## config.mk

```make
export PLATFORM = sky130hd
export DESIGN_NAME = uart_rx
export DESIGN_NICKNAME = d
export VERILOG_FILES = /design/src/rtl/uart_rx.sv
export SDC_FILE = /design/constraint.sdc
export NUM_CORES = 1
export LEC_CHECK = 0
export ABC_AREA = 1
export CAP_MARGIN = 40
export CORE_AREA = 5 5 60 62
export DETAILED_ROUTE_END_ITERATION = 8
export DIE_AREA = 0 0 65 67
export DONT_BUFFER_PORTS = 1
export GPL_TIMING_DRIVEN = 0
export HOLD_SLACK_MARGIN = 0.12
export PLACE_DENSITY = 0.71
export SLEW_MARGIN = 10
export SYNTH_ARGS = -nofsm -noshare
export SYNTH_HDL_FRONTEND = slang
export SYNTH_SLANG_ARGS = --single-unit
```

## constraint.sdc

```tcl
create_clock -name clk -period 1.64 [get_ports clk]
set_clock_uncertainty 0.15 [all_clocks]
set_input_delay 0.246 -clock clk [delete_from_list [all_inputs] [get_ports clk]]
set_output_delay 0.246 -clock clk [all_outputs]
set_load 0.01 [all_outputs]
```

## src/rtl/uart_rx.sv

```systemverilog
// Oversampling UART receiver: 2-flop synchronizer, start/data/stop FSM sampled at
// bit centre, parallel word out with a valid/ack handshake and framing/overrun flags.
module uart_rx #(
    parameter int PAYLOAD_SIZE = 8,
    parameter int OVERSAMPLE   = 16
) (
    input  logic                    clk,
    input  logic                    reset,
    input  logic                    enable,
    input  logic                    in,
    input  logic                    ack,
    output logic [PAYLOAD_SIZE-1:0] out,
    output logic                    valid,
    output logic                    done,
    output logic                    busy,
    output logic                    frame_err,
    output logic                    overrun,
    output logic [2:0]              dbg_state
);
    localparam int TICK_W = $clog2(OVERSAMPLE);
    localparam int BIT_W  = $clog2(PAYLOAD_SIZE + 1);
    localparam logic [TICK_W-1:0] TICK_MID  = TICK_W'(OVERSAMPLE / 2 - 1);
    localparam logic [TICK_W-1:0] TICK_LAST = TICK_W'(OVERSAMPLE - 1);
    localparam logic [BIT_W-1:0]  BIT_LAST  = BIT_W'(PAYLOAD_SIZE - 1);

    typedef enum logic [2:0] {
        RESET     = 3'd0,
        IDLE      = 3'd1,
        START_BIT = 3'd2,
        DATA_BIT  = 3'd3,
        STOP_BIT  = 3'd4
    } state_t;

    state_t                  state_q, state_d;
    logic [TICK_W-1:0]       tick_q, tick_d;
    logic [BIT_W-1:0]        bit_q, bit_d;
    logic [PAYLOAD_SIZE-1:0] shift_q, shift_d;
    logic [PAYLOAD_SIZE-1:0] out_q, out_d;
    logic [1:0]              sync_q;
    logic                    armed_q, armed_d;
    logic                    valid_q, valid_d;
    logic                    overrun_q, overrun_d;
    logic                    done_q, frame_err_q, busy_q;
    logic                    good, bad, rx_s;

    assign rx_s = sync_q[1];

    always_comb begin
        state_d = state_q;
        tick_d  = tick_q;
        bit_d   = bit_q;
        shift_d = shift_q;
        armed_d = armed_q;
        good    = 1'b0;
        bad     = 1'b0;
        if (enable) begin
            case (state_q)
                IDLE: begin
                    tick_d = '0;
                    // armed blocks a held-low break from looking like a fresh start bit
                    if (rx_s) begin
                        armed_d = 1'b1;
                    end else if (armed_q) begin
                        state_d = START_BIT;
                    end
                end
                START_BIT: begin
                    if (tick_q == TICK_MID) begin
                        tick_d  = '0;
                        bit_d   = '0;
                        state_d = rx_s ? IDLE : DATA_BIT;
                    end else begin
                        tick_d = tick_q + TICK_W'(1);
                    end
                end
                DATA_BIT: begin
                    if (tick_q == TICK_LAST) begin
                        tick_d = '0;
                        shift_d = shift_q >> 1;
                        shift_d[PAYLOAD_SIZE-1] = rx_s;
                        bit_d = bit_q + BIT_W'(1);
                        if (bit_q == BIT_LAST) begin
                            state_d = STOP_BIT;
                        end
                    end else begin
                        tick_d = tick_q + TICK_W'(1);
                    end
                end
                STOP_BIT: begin
                    if (tick_q == TICK_LAST) begin
                        tick_d  = '0;
                        state_d = IDLE;
                        if (rx_s) begin
                            good = 1'b1;
                        end else begin
                            bad     = 1'b1;
                            armed_d = 1'b0;
                        end
                    end else begin
                        tick_d = tick_q + TICK_W'(1);
                    end
                end
                default: begin
                    state_d = IDLE;
                    tick_d  = '0;
                end
            endcase
        end
    end

    // Handshake: valid rises with a good frame and drops on the edge after ack=1;
    // a good frame arriving in the same cycle as ack wins and keeps valid high.
    always_comb begin
        out_d     = good ? shift_q : out_q;
        valid_d   = good ? 1'b1 : (ack ? 1'b0 : valid_q);
        overrun_d = ack ? 1'b0 : ((good && valid_q) ? 1'b1 : overrun_q);
    end

    always_ff @(posedge clk) begin
        if (reset) begin
            sync_q      <= 2'b11;
            state_q     <= IDLE;
            tick_q      <= '0;
            bit_q       <= '0;
            shift_q     <= '0;
            armed_q     <= 1'b0;
            out_q       <= '0;
            valid_q     <= 1'b0;
            overrun_q   <= 1'b0;
            done_q      <= 1'b0;
            frame_err_q <= 1'b0;
            busy_q      <= 1'b0;
        end else begin
            sync_q      <= {sync_q[0], in};
            state_q     <= state_d;
            tick_q      <= tick_d;
            bit_q       <= bit_d;
            shift_q     <= shift_d;
            armed_q     <= armed_d;
            out_q       <= out_d;
            valid_q     <= valid_d;
            overrun_q   <= overrun_d;
            done_q      <= good;
            frame_err_q <= bad;
            busy_q      <= (state_d == START_BIT) || (state_d == DATA_BIT) || (state_d == STOP_BIT);
        end
    end

    assign out       = out_q;
    assign valid     = valid_q;
    assign done      = done_q;
    assign busy      = busy_q;
    assign frame_err = frame_err_q;
    assign overrun   = overrun_q;
    assign dbg_state = state_q;
endmodule

```

==> results of run 1 <==
-- worst min-delay path by stage --
| stage | startpoint | end |
|---|---|---|
| floorplan | in | sync_q[0]$_SDFF_PP1_ |
| global placement | in | sync_q[0]$_SDFF_PP1_ |
| detailed placement | in | sync_q[0]$_SDFF_PP1_ |
| CTS | enable | bit_q[0]$_SDFFE_PP0P_ |
| global route | enable | frame_err$_SDFF_PP0_ |
| finish | enable | tick_q[2]$_SDFFE_PP0P_ |
-- worst reg2reg max path: cells and delay by family (launching register included) --
kind	cells	cell delay (ns)
DFF	1	0.39
buffers and inverters	1	0.18
AOI/OAI and AO/OA	2	0.28
adders and majority gates	1	0.16
and+or+nand+nor	2	0.48
-- where the power goes --
group | internal [mW] | total [mW] | switching (mW)
registers | 0.853 | 0.859 | 0.00599
logic | 0.0304 | 0.0771 | 0.0466
clock network | 0.199 | 0.489 | 0.290
-- kinds of logic after synthesis --
| kind of cell | count (synthesis) | synth area share (%) |
|---|---|---|
| AO/OA/AOI/OAI | 48 | 17.3 |
| flip-flops | 35 | 44.6 |
| AND/OR/NAND/NOR | 83 | 24.7 |
| multiplexers | 1 | 0.637 |
| buffers and inverters | 36 | 10.6 |
| adder cells (fa/ha/maj) | 2 | 1.59 |
| XOR/XNOR | 1 | 0.558 |
-- area by class of cell --
class	count	area share (%)
multi-input combinational	135	41.7
sequential	35	38.8
clock inverter	1	0.272
buffer	7	3.34
inverter	29	6.06
clock buffer	6	2.79
tap	33	2.25
timing repair buffer	10	4.77
-- cell usage after synthesis (all sizes together) --
cell type and number:
xor2 1, a21oi 25, nand2 35, nor3 7
dfxtp 35, buf 5, nand3 11, inv 29
nor2 25, o21ai 18, or2 3, a211oi 2
clkbuf 2, o22ai 2, nand4 1, ha 2
o31ai 1, nor4 1, mux2i 1
-- per-layer routing --
layer / vias to the layer above / GRT usage [%] / share of wire [%]
li1: 706 / - / -
met1: 647 / 17.7 / 42
met2: 45 / 32.3 / 49
met3: 6 / 6.24 / 7.6
met4: 0 / 6.60 / 1.6
met5: - / 0 / 0
-- flip-flops by register name (all words and copies together) (netlist names) --
register / flops
shift_q: 8
overrun: 1
armed_q: 1
frame_err: 1
busy: 1
dbg_state: 3
done: 1
valid: 1
bit_q: 4
tick_q: 4
sync_q: 2
out: 8
-- timing repair --
action                     in CTS  in global routing
hold buffers                    5                  1
gates resized for setup         8                 18
hold endpoints to repair       13                  1
setup buffers                   0                  5
setup endpoints to repair      25                 18
pin swaps                       0                  6
-- placed cells by master (no fill, tap or decap), types with 2 or more instances in the layout --
cell type	n
nand2_1	33
dfxtp_1	29
inv_1	23
a21oi_1	22
nor2_1	20
o21ai_0	14
nand3_1	7
inv_2	5
nor3_1	5
clkbuf_4	5
dlygate4sd3_1	5
buf_4	5
nor2_2	4
dfxtp_2	4
buf_6	3
nand3_2	3
a21oi_2	3
o21ai_2	3
or2_2	3
clkbuf_1	2
o22ai_1	2
dfxtp_4	2
-- per-stage QoR --
step                      hold slack [ns]  util, %  setup TNS [ns]  setup slack (ns)
after detailed placement            0.203     54.1          -0.974            -0.114
after global placement              0.201     54.1          -0.332           -0.0684
after floorplan                     0.200        -               0            0.0783
final                              0.0870     61.7         -0.0663           -0.0663
after global routing                0.160     61.7          -0.467           -0.0933
after CTS                           0.123     58.7               0          0.000127
==> out/qor.txt, run 1 <==
Status: complete, but fails checks
Failing checks: setup timing
Antenna fix cells: 0
First-pass GRT wire length: 5800 um
Initial antenna violation count: 0
Avg Cell Area, Syn: 7.62 um^2
Setup-failing EPs final: 1
Mean number of vias per cell: 5.48
Clk Latency, worst-skew pair: 0.35 ns
Post-Layout Inst Area: 0.00184 mm^2
I/O pins: 21
Syn. warnings: 0
Filler cells: 256
Routed wire length: 3380 um
ANT nets after route: 0
Hold Fails Final Rpt: 0
Num CTS Buffers: 5
Final Worst Setup Slack: -0.0663 ns
Num Clock Sinks: 35
Maximum VDD drop: 0.604 mV
Via count: 1404
CP max stage cell: dfxtp_4
Buffers on Ports: 0
Final nets: 230
Remaining DRCs: 0
Critical path startpoint category: flip-flop
Peak Freq: 586 MHz
Critical path class: reg2reg
Power consumption: 1.42 mW
Max_cap viols: 0
Yosys reg bits: 35
Crit path depth: 6
Cell taking the most area after synthesis: dfxtp_1
CP Data Required Time: 1.76 ns
Clock root cell: clkbuf_4
Clk slew on worst S/H paths: 0.11 ns
DP Area: 0.00161 mm^2
Non-Filler Instances: 256
Largest stage delay on the critical path: 0.39 ns
Max Slew Vio Count: 0
Die Y: 67 um
Synth top area share: 44.6%
Worst Tran Pin Value: 0.476 ns
Setup crit end: shift_q[2]$_SDFFE_PP0P_
Gr ovfl total: 0
Router iterations before antenna repair: 4
Layout cell share with drive strength beyond 1: 24.2%
CP endpoint kind: flip-flop
Synthesized cell area: 0.00157 mm^2
Die Area: 0.00436 mm^2
Critical path arrival: 1.83 ns
Starting Density: 52.7%
Worst Hold Path Cells: 3
Fin crit period: 1.71 ns
Number of global-route vias before repair: 1359
Starting DRT DRC Count: 91
Clock buffer depth: 2
RR Endpoint: shift_q[2]$_SDFFE_PP0P_
Final HPWL DP: 2390 um
Area delta synth->final: 17.0%
Gr usage total: 17.4%
Drt wl/cell: 13.2 um
Register area: 713 um^2
Worst-path fanout max: 6
Pleak: 0.771 nW
Largest net degree at the start of global routing: 11
R2R Setup Slk: -0.07 ns
RSZ-0062 raised after global routing: true
Post-Syn Instances: 206
Seq/Total Area, Yosys: 44.6%
Slew headroom: 68.3%
Pwr per Cell Area: 776 mW/mm^2
Core area: 0.00298 mm^2
Worst path bufs/invs: 1
Cells along the critical path: ha_4 > nand3_4 > nor3_4 > buf_4 > o21ai_0 > a21oi_1
Synth top area cells: dfxtp_1 (45%), nand2_1 (8.1%), a21oi_1 (7.3%)
Cell family with most CP delay: simple AND/OR/NAND/NOR gates
Inst Count DP: 239
FF-to-FF Start: tick_q[0]$_SDFFE_PP0P_
Routability cong.: 0.850
Row count: 20
H-tree depth: 2
Cell variety after synth: 29
Cells on worst reg2reg path: 6
Syn_nets: 213
HP Class: in2reg
Final Cycle Share: 104%
CP startpoint: tick_q[0]$_SDFFE_PP0P_
CTS tree: yes
Area of the multi-input gates: 766 um^2
Width of the die: 65 um
Power figures use the tool's default switching activity.
==> run 2: changes to the inputs <==
--- a/config.mk
+++ b/config.mk
@@ -14,6 +14,7 @@
 export GPL_TIMING_DRIVEN = 0
 export HOLD_SLACK_MARGIN = 0.12
 export PLACE_DENSITY = 0.71
+export SETUP_SLACK_MARGIN = 0.2
 export SLEW_MARGIN = 10
 export SYNTH_ARGS = -nofsm -noshare
 export SYNTH_HDL_FRONTEND = slang
==> out/qor.txt, run 2 (synthesized netlist as in run 1, its figures left out) <==
DP Area: 0.00164 mm^2
RSZ-0062 raised after global routing: true
Die Y: 67 um
Pre-CTS setup slack: 0.0158 ns
Max Slew Vio Count: 0
Width of the die: 65 um
Gr ovfl total: 0
Inst Count DP: 239
Min Hold Slack: 0.0921 ns
Layout cell share with drive strength beyond 1: 31.6%
Most common cell after layout, fill and taps aside: nand2_1
H-tree depth: 2
Fin crit period: 1.61 ns
Pleak: 0.815 nW
Drt wl/cell: 13.4 um
First-pass GRT wire length: 5780 um
Critical path class: reg2reg
Worst Hold Path Cells: 5
Row count: 20
FF-to-FF Start: tick_q[1]$_SDFFE_PP0P_
R2R Setup Slk: 0.03 ns
Clk slew on worst S/H paths: 0.12 ns
Hold Crit Start: enable
Clock buffer depth: 2
Slew headroom: 60.6%
CP endpoint kind: flip-flop
Clk Latency, worst-skew pair: 0.35 ns
Gr usage total: 17.3%
Non-Filler Instances: 261
Num CTS Buffers: 5
Clock root cell: clkbuf_4
Number of global-route vias before repair: 1345
Worst Tran Pin Value: 0.591 ns
HP Class: in2reg
Peak Freq: 623 MHz
Starting DRT DRC Count: 91
CP Data Required Time: 1.77 ns
Hold Fails Final Rpt: 0
Cells on worst reg2reg path: 6
CTS tree: yes
Maximum VDD drop: 0.621 mV
Routed wire length: 3490 um
Critical path arrival: 1.74 ns
Critical path startpoint category: flip-flop
Final Worst Setup Slack: 0.0350 ns
Status: finished, final reports clean
Die Area: 0.00436 mm^2
Final HPWL DP: 2270 um
Area delta synth->final: 26.9%
Via count: 1443
ANT nets after route: 0
Routability cong.: 0.841
Largest net degree at the start of global routing: 13
Starting Density: 52.7%
WHS Endpoint: dbg_state[1]$_SDFF_PP0_
Power consumption: 1.42 mW
Most frequent cells in the layout: nand2_1 (34), dfxtp_1 (30), inv_1 (23), a21oi_1 (21), nor2_1 (16)
Num Clock Sinks: 35
Antenna fix cells: 0
RR Endpoint: shift_q[6]$_SDFFE_PP0P_
I/O pins: 21
Remaining DRCs: 0
Buffers on Ports: 0
Worst-path fanout max: 6
Initial antenna violation count: 0
Final Cycle Share: 97.9%
Post-Layout Inst Area: 0.00199 mm^2
Setup-failing EPs final: 0
Max_cap viols: 0
Mean number of vias per cell: 5.53
Core area: 0.00298 mm^2
Pwr per Cell Area: 713 mW/mm^2
Final nets: 234
Router iterations before antenna repair: 4
==> run 2: changes by cell type in the layout (fill, tap and decap cells not counted), sizes merged <==
cell	previous run	this run
buf	10	15
dlygate4sd3	5	4
clkinvlp	0	2
clkbuf	8	7
==> run 2: critical path: stages (launching register included) <==
cell and delay (ns):
dfxtp_2 0.37, ha_4 0.17, nand3_4 0.16, nor3_4 0.34, buf_6 0.18, o21ai_2 0.05, a21oi_1 0.12
==> run 2: layer usage <==
layer	vias up	GRT usage, %	part of all wire [%]
met5	-	0	0
met1	682	18.9	43
met2	38	30.3	50
met4	0	7.12	1.4
met3	5	6.07	5.4
li1	718	-	-
==> run 2: cell type report <==
| class | instances | area (um^2) |
|---|---|---|
| repair buffers | 14 | 148 |
| well taps | 33 | 41.3 |
| clock inverters | 3 | 20.0 |
| flip-flops and latches | 35 | 714 |
| plain buffers | 7 | 62.6 |
| multi-input cells | 135 | 856 |
| fillers | 227 | 985 |
| clock buffers | 5 | 37.5 |
| inverters | 29 | 114 |
==> run 2: how the worst max path moves through the flow <==
stage	start	to	slack (ns)	cells past startpoint
2_1_floorplan	tick_q[1]$_SDFFE_PP0P_	shift_q[6]$_SDFFE_PP0P_	0.19	6
3_3_place_gp	dbg_state[1]$_SDFF_PP0_	out[6]$_SDFFE_PP0P_	0.03	8
3_5_place_dp	dbg_state[1]$_SDFF_PP0_	bit_q[2]$_SDFFE_PP0P_	0.02	7
4_1_cts	tick_q[0]$_SDFFE_PP0P_	busy$_SDFF_PP0_	0.06	10
5_1_grt	tick_q[1]$_SDFFE_PP0P_	out[7]$_SDFFE_PP0P_	-0.08	8
6_report	tick_q[1]$_SDFFE_PP0P_	shift_q[6]$_SDFFE_PP0P_	0.03	6
==> run 2: timing repair <==
item / in CTS / in global routing
setup endpoints to repair: 30 / 33
hold buffers: 3 / 1
pin swaps: 6 / 7
gates cloned: 2 / 0
resized for setup: 29 / 27
setup buffers: 7 / 1
endpoints found under the hold margin: 12 / 3
==> run 2: power breakdown <==
part | internal [mW] | total (mW) | leakage [nW] | switching (mW)
logic | 0.0304 | 0.0799 | 0.503 | 0.0495
clock network | 0.164 | 0.481 | 0.0272 | 0.318
registers | 0.852 | 0.859 | 0.285 | 0.00692
total | 1.05 | 1.42 | 0.815 | 0.374
==> run 2: through the flow <==
step                      TNS [ns]  utilization, %
after global placement           0            55.2
after global routing        -0.490            66.9
after CTS                        0            62.9
final                            0            66.9
after detailed placement         0            55.2
after floorplan                  0               -
==> run 3: changes to the inputs <==
--- a/config.mk
+++ b/config.mk
@@ -11,7 +11,6 @@
 export DETAILED_ROUTE_END_ITERATION = 8
 export DIE_AREA = 0 0 65 67
 export DONT_BUFFER_PORTS = 1
-export GPL_TIMING_DRIVEN = 0
 export HOLD_SLACK_MARGIN = 0.12
 export PLACE_DENSITY = 0.71
 export SETUP_SLACK_MARGIN = 0.2
==> out/qor.txt, run 3 (synthesized netlist as in run 1, its figures left out) <==
Clk pwr share: 41.9%
Area of the multi-input gates: 871 um^2
H-tree depth: 2
Pleak: 0.817 nW
Drt wl/cell: 13.8 um
Num CTS Buffers: 5
Antenna fix cells: 0
Peak Freq: 630 MHz
Clock root cell: clkbuf_4
Clk Latency, worst-skew pair: 0.35 ns
Number of global-route vias before repair: 1315
CP startpoint: tick_q[0]$_SDFFE_PP0P_
P_int: 1.25 mW
CP endpoint kind: flip-flop
Max_cap viols: 0
Filler cells: 234
Max Slew Vio Count: 0
Power consumption: 1.61 mW
RSZ-0062 raised after global routing: true
GR peak layer: met2
Hold Crit Start: enable
R2R Setup Slk: 0.05 ns
Num Clock Sinks: 35
Clk slew on worst S/H paths: 0.12 ns
Fin crit period: 1.59 ns
Worst Tran Pin Value: 0.425 ns
Worst-path fanout max: 13
Critical path class: reg2reg
Sw frac: 22.2%
Routability cong.: 0.805
Router iterations before antenna repair: 4
Layout cell share with drive strength beyond 1: 33.2%
CP Data Required Time: 1.79 ns
Row count: 20
M1 GR Usage: 19.4%
Status: complete, but fails checks
Final HPWL DP: 2230 um
Core area: 0.00298 mm^2
Starting Density: 52.7%
I/O pins: 21
CTS tree: yes
Most common cell after layout, fill and taps aside: nand2_1
ANT nets after route: 0
Setup-failing EPs final: 0
Slew headroom: 71.6%
Critical path arrival: 1.73 ns
Switching power total: 0.359 mW
Combinational share of power: 4.6%
Initial antenna violation count: 0
Critical path startpoint category: flip-flop
Register area: 711 um^2
Gr usage total: 16.9%
GRT met2 Usage: 28.1%
HP Class: in2reg
Width of the die: 65 um
M3 GR Usage: 5.73%
Most frequent cells in the layout: nand2_1 (32), dfxtp_1 (27), inv_1 (23), nor2_1 (18), a21oi_1 (18)
Via count: 1402
First-pass GRT wire length: 5550 um
Die Y: 67 um
Mean number of vias per cell: 5.41
Final core area utilization: 67.6%
Buffers on Ports: 0
Final Cycle Share: 96.7%
Final nets: 232
Largest net degree at the start of global routing: 17
Reg power frac: 53.4%
Min Hold Slack: -0.105 ns
Clock buffer depth: 2
Pwr per Cell Area: 801 mW/mm^2
Maximum VDD drop: 0.630 mV
FF-to-FF Start: tick_q[0]$_SDFFE_PP0P_
Die Area: 0.00436 mm^2
Routed wire length: 3580 um
Starting DRT DRC Count: 51
Hold Fails Final Rpt: 6
Gr ovfl total: 0
Failing checks: hold timing
Hold-fix buffers at CTS: 7
Remaining DRCs: 0
Area delta synth->final: 28.2%
## run 3: cell count changes in the layout (fill, tap and decap cells not counted), moves of 4 or more
cell     delta
buf_4       +4
buf_6       -5
dfxtp_2     +6
o21ai_0     +8
o21ai_1     -7
## run 3: power groups by stage
| stage | logic [mW] | registers (mW) | clock network, mW |
|---|---|---|---|
| 2_1_floorplan | 0.0515 | 0.880 | 0 |
| 3_3_place_gp | 0.0508 | 0.880 | 0 |
| 3_5_place_dp | 0.0524 | 0.880 | 0 |
| 4_1_cts | 0.0700 | 0.861 | 0.685 |
| 5_1_grt | 0.0826 | 0.863 | 0.730 |
| 6_report | 0.0748 | 0.862 | 0.677 |
## run 3: area by class of cell
type	instances	area share, %
inverter	29	5.90
sequential	35	35.3
timing repair buffer	18	8.58
clock buffer	6	2.55
tap	33	2.05
multi-input combinational	135	43.3
clock inverter	2	1.93
timing repair inverter	1	0.435
## run 3: repair_timing
action / 4_1_cts / 5_1_grt
pin swaps: 2 / 5
resized for setup: 11 / 39
cloned: 0 / 1
buffers inserted: 3 / 2
endpoints found under the setup margin: 27 / 31
hold endpoints to repair: 19 / 10
## run 3: worst max-delay path, cell delays in order (launching register included)
cell and delay (ns):
dfxtp_2 0.37, ha_4 0.17, nand3_4 0.15, nor3_4 0.27
buf_12 0.18, o21ai_0 0.09, a21oi_1 0.15
## run 3: worst paths after layout
check / cells past startpoint / end
max reg2reg: 6 / shift_q[3]$_SDFFE_PP0P_
min: 2 / tick_q[3]$_SDFFE_PP0P_
min reg2reg: 2 / out[3]$_SDFFE_PP0P_
max: 6 / shift_q[3]$_SDFFE_PP0P_
## run 3: per-stage QoR
step / setup WS (ns) / area [um^2] / TNS (ns) / cells
2_1_floorplan: 0.192 / 1600 / 0 / 206
3_3_place_gp: 0.0782 / 1640 / 0 / 238
3_5_place_dp: 0.0403 / 1640 / 0 / 238
4_1_cts: 0.0728 / 1860 / 0 / 256
5_1_grt: -0.0325 / 2010 / -0.0810 / 259
6_report: 0.0536 / 2010 / 0 / 259
## run 3: routing by layer
layer  vias to the layer above  part of all wire, %  wire (um)
met4                         0                  2.3         81
met2                        33                   51       1810
met3                        10                  5.1        181
met1                       642                   42       1510
met5                         -                    0          0
li1                        717                    -          -
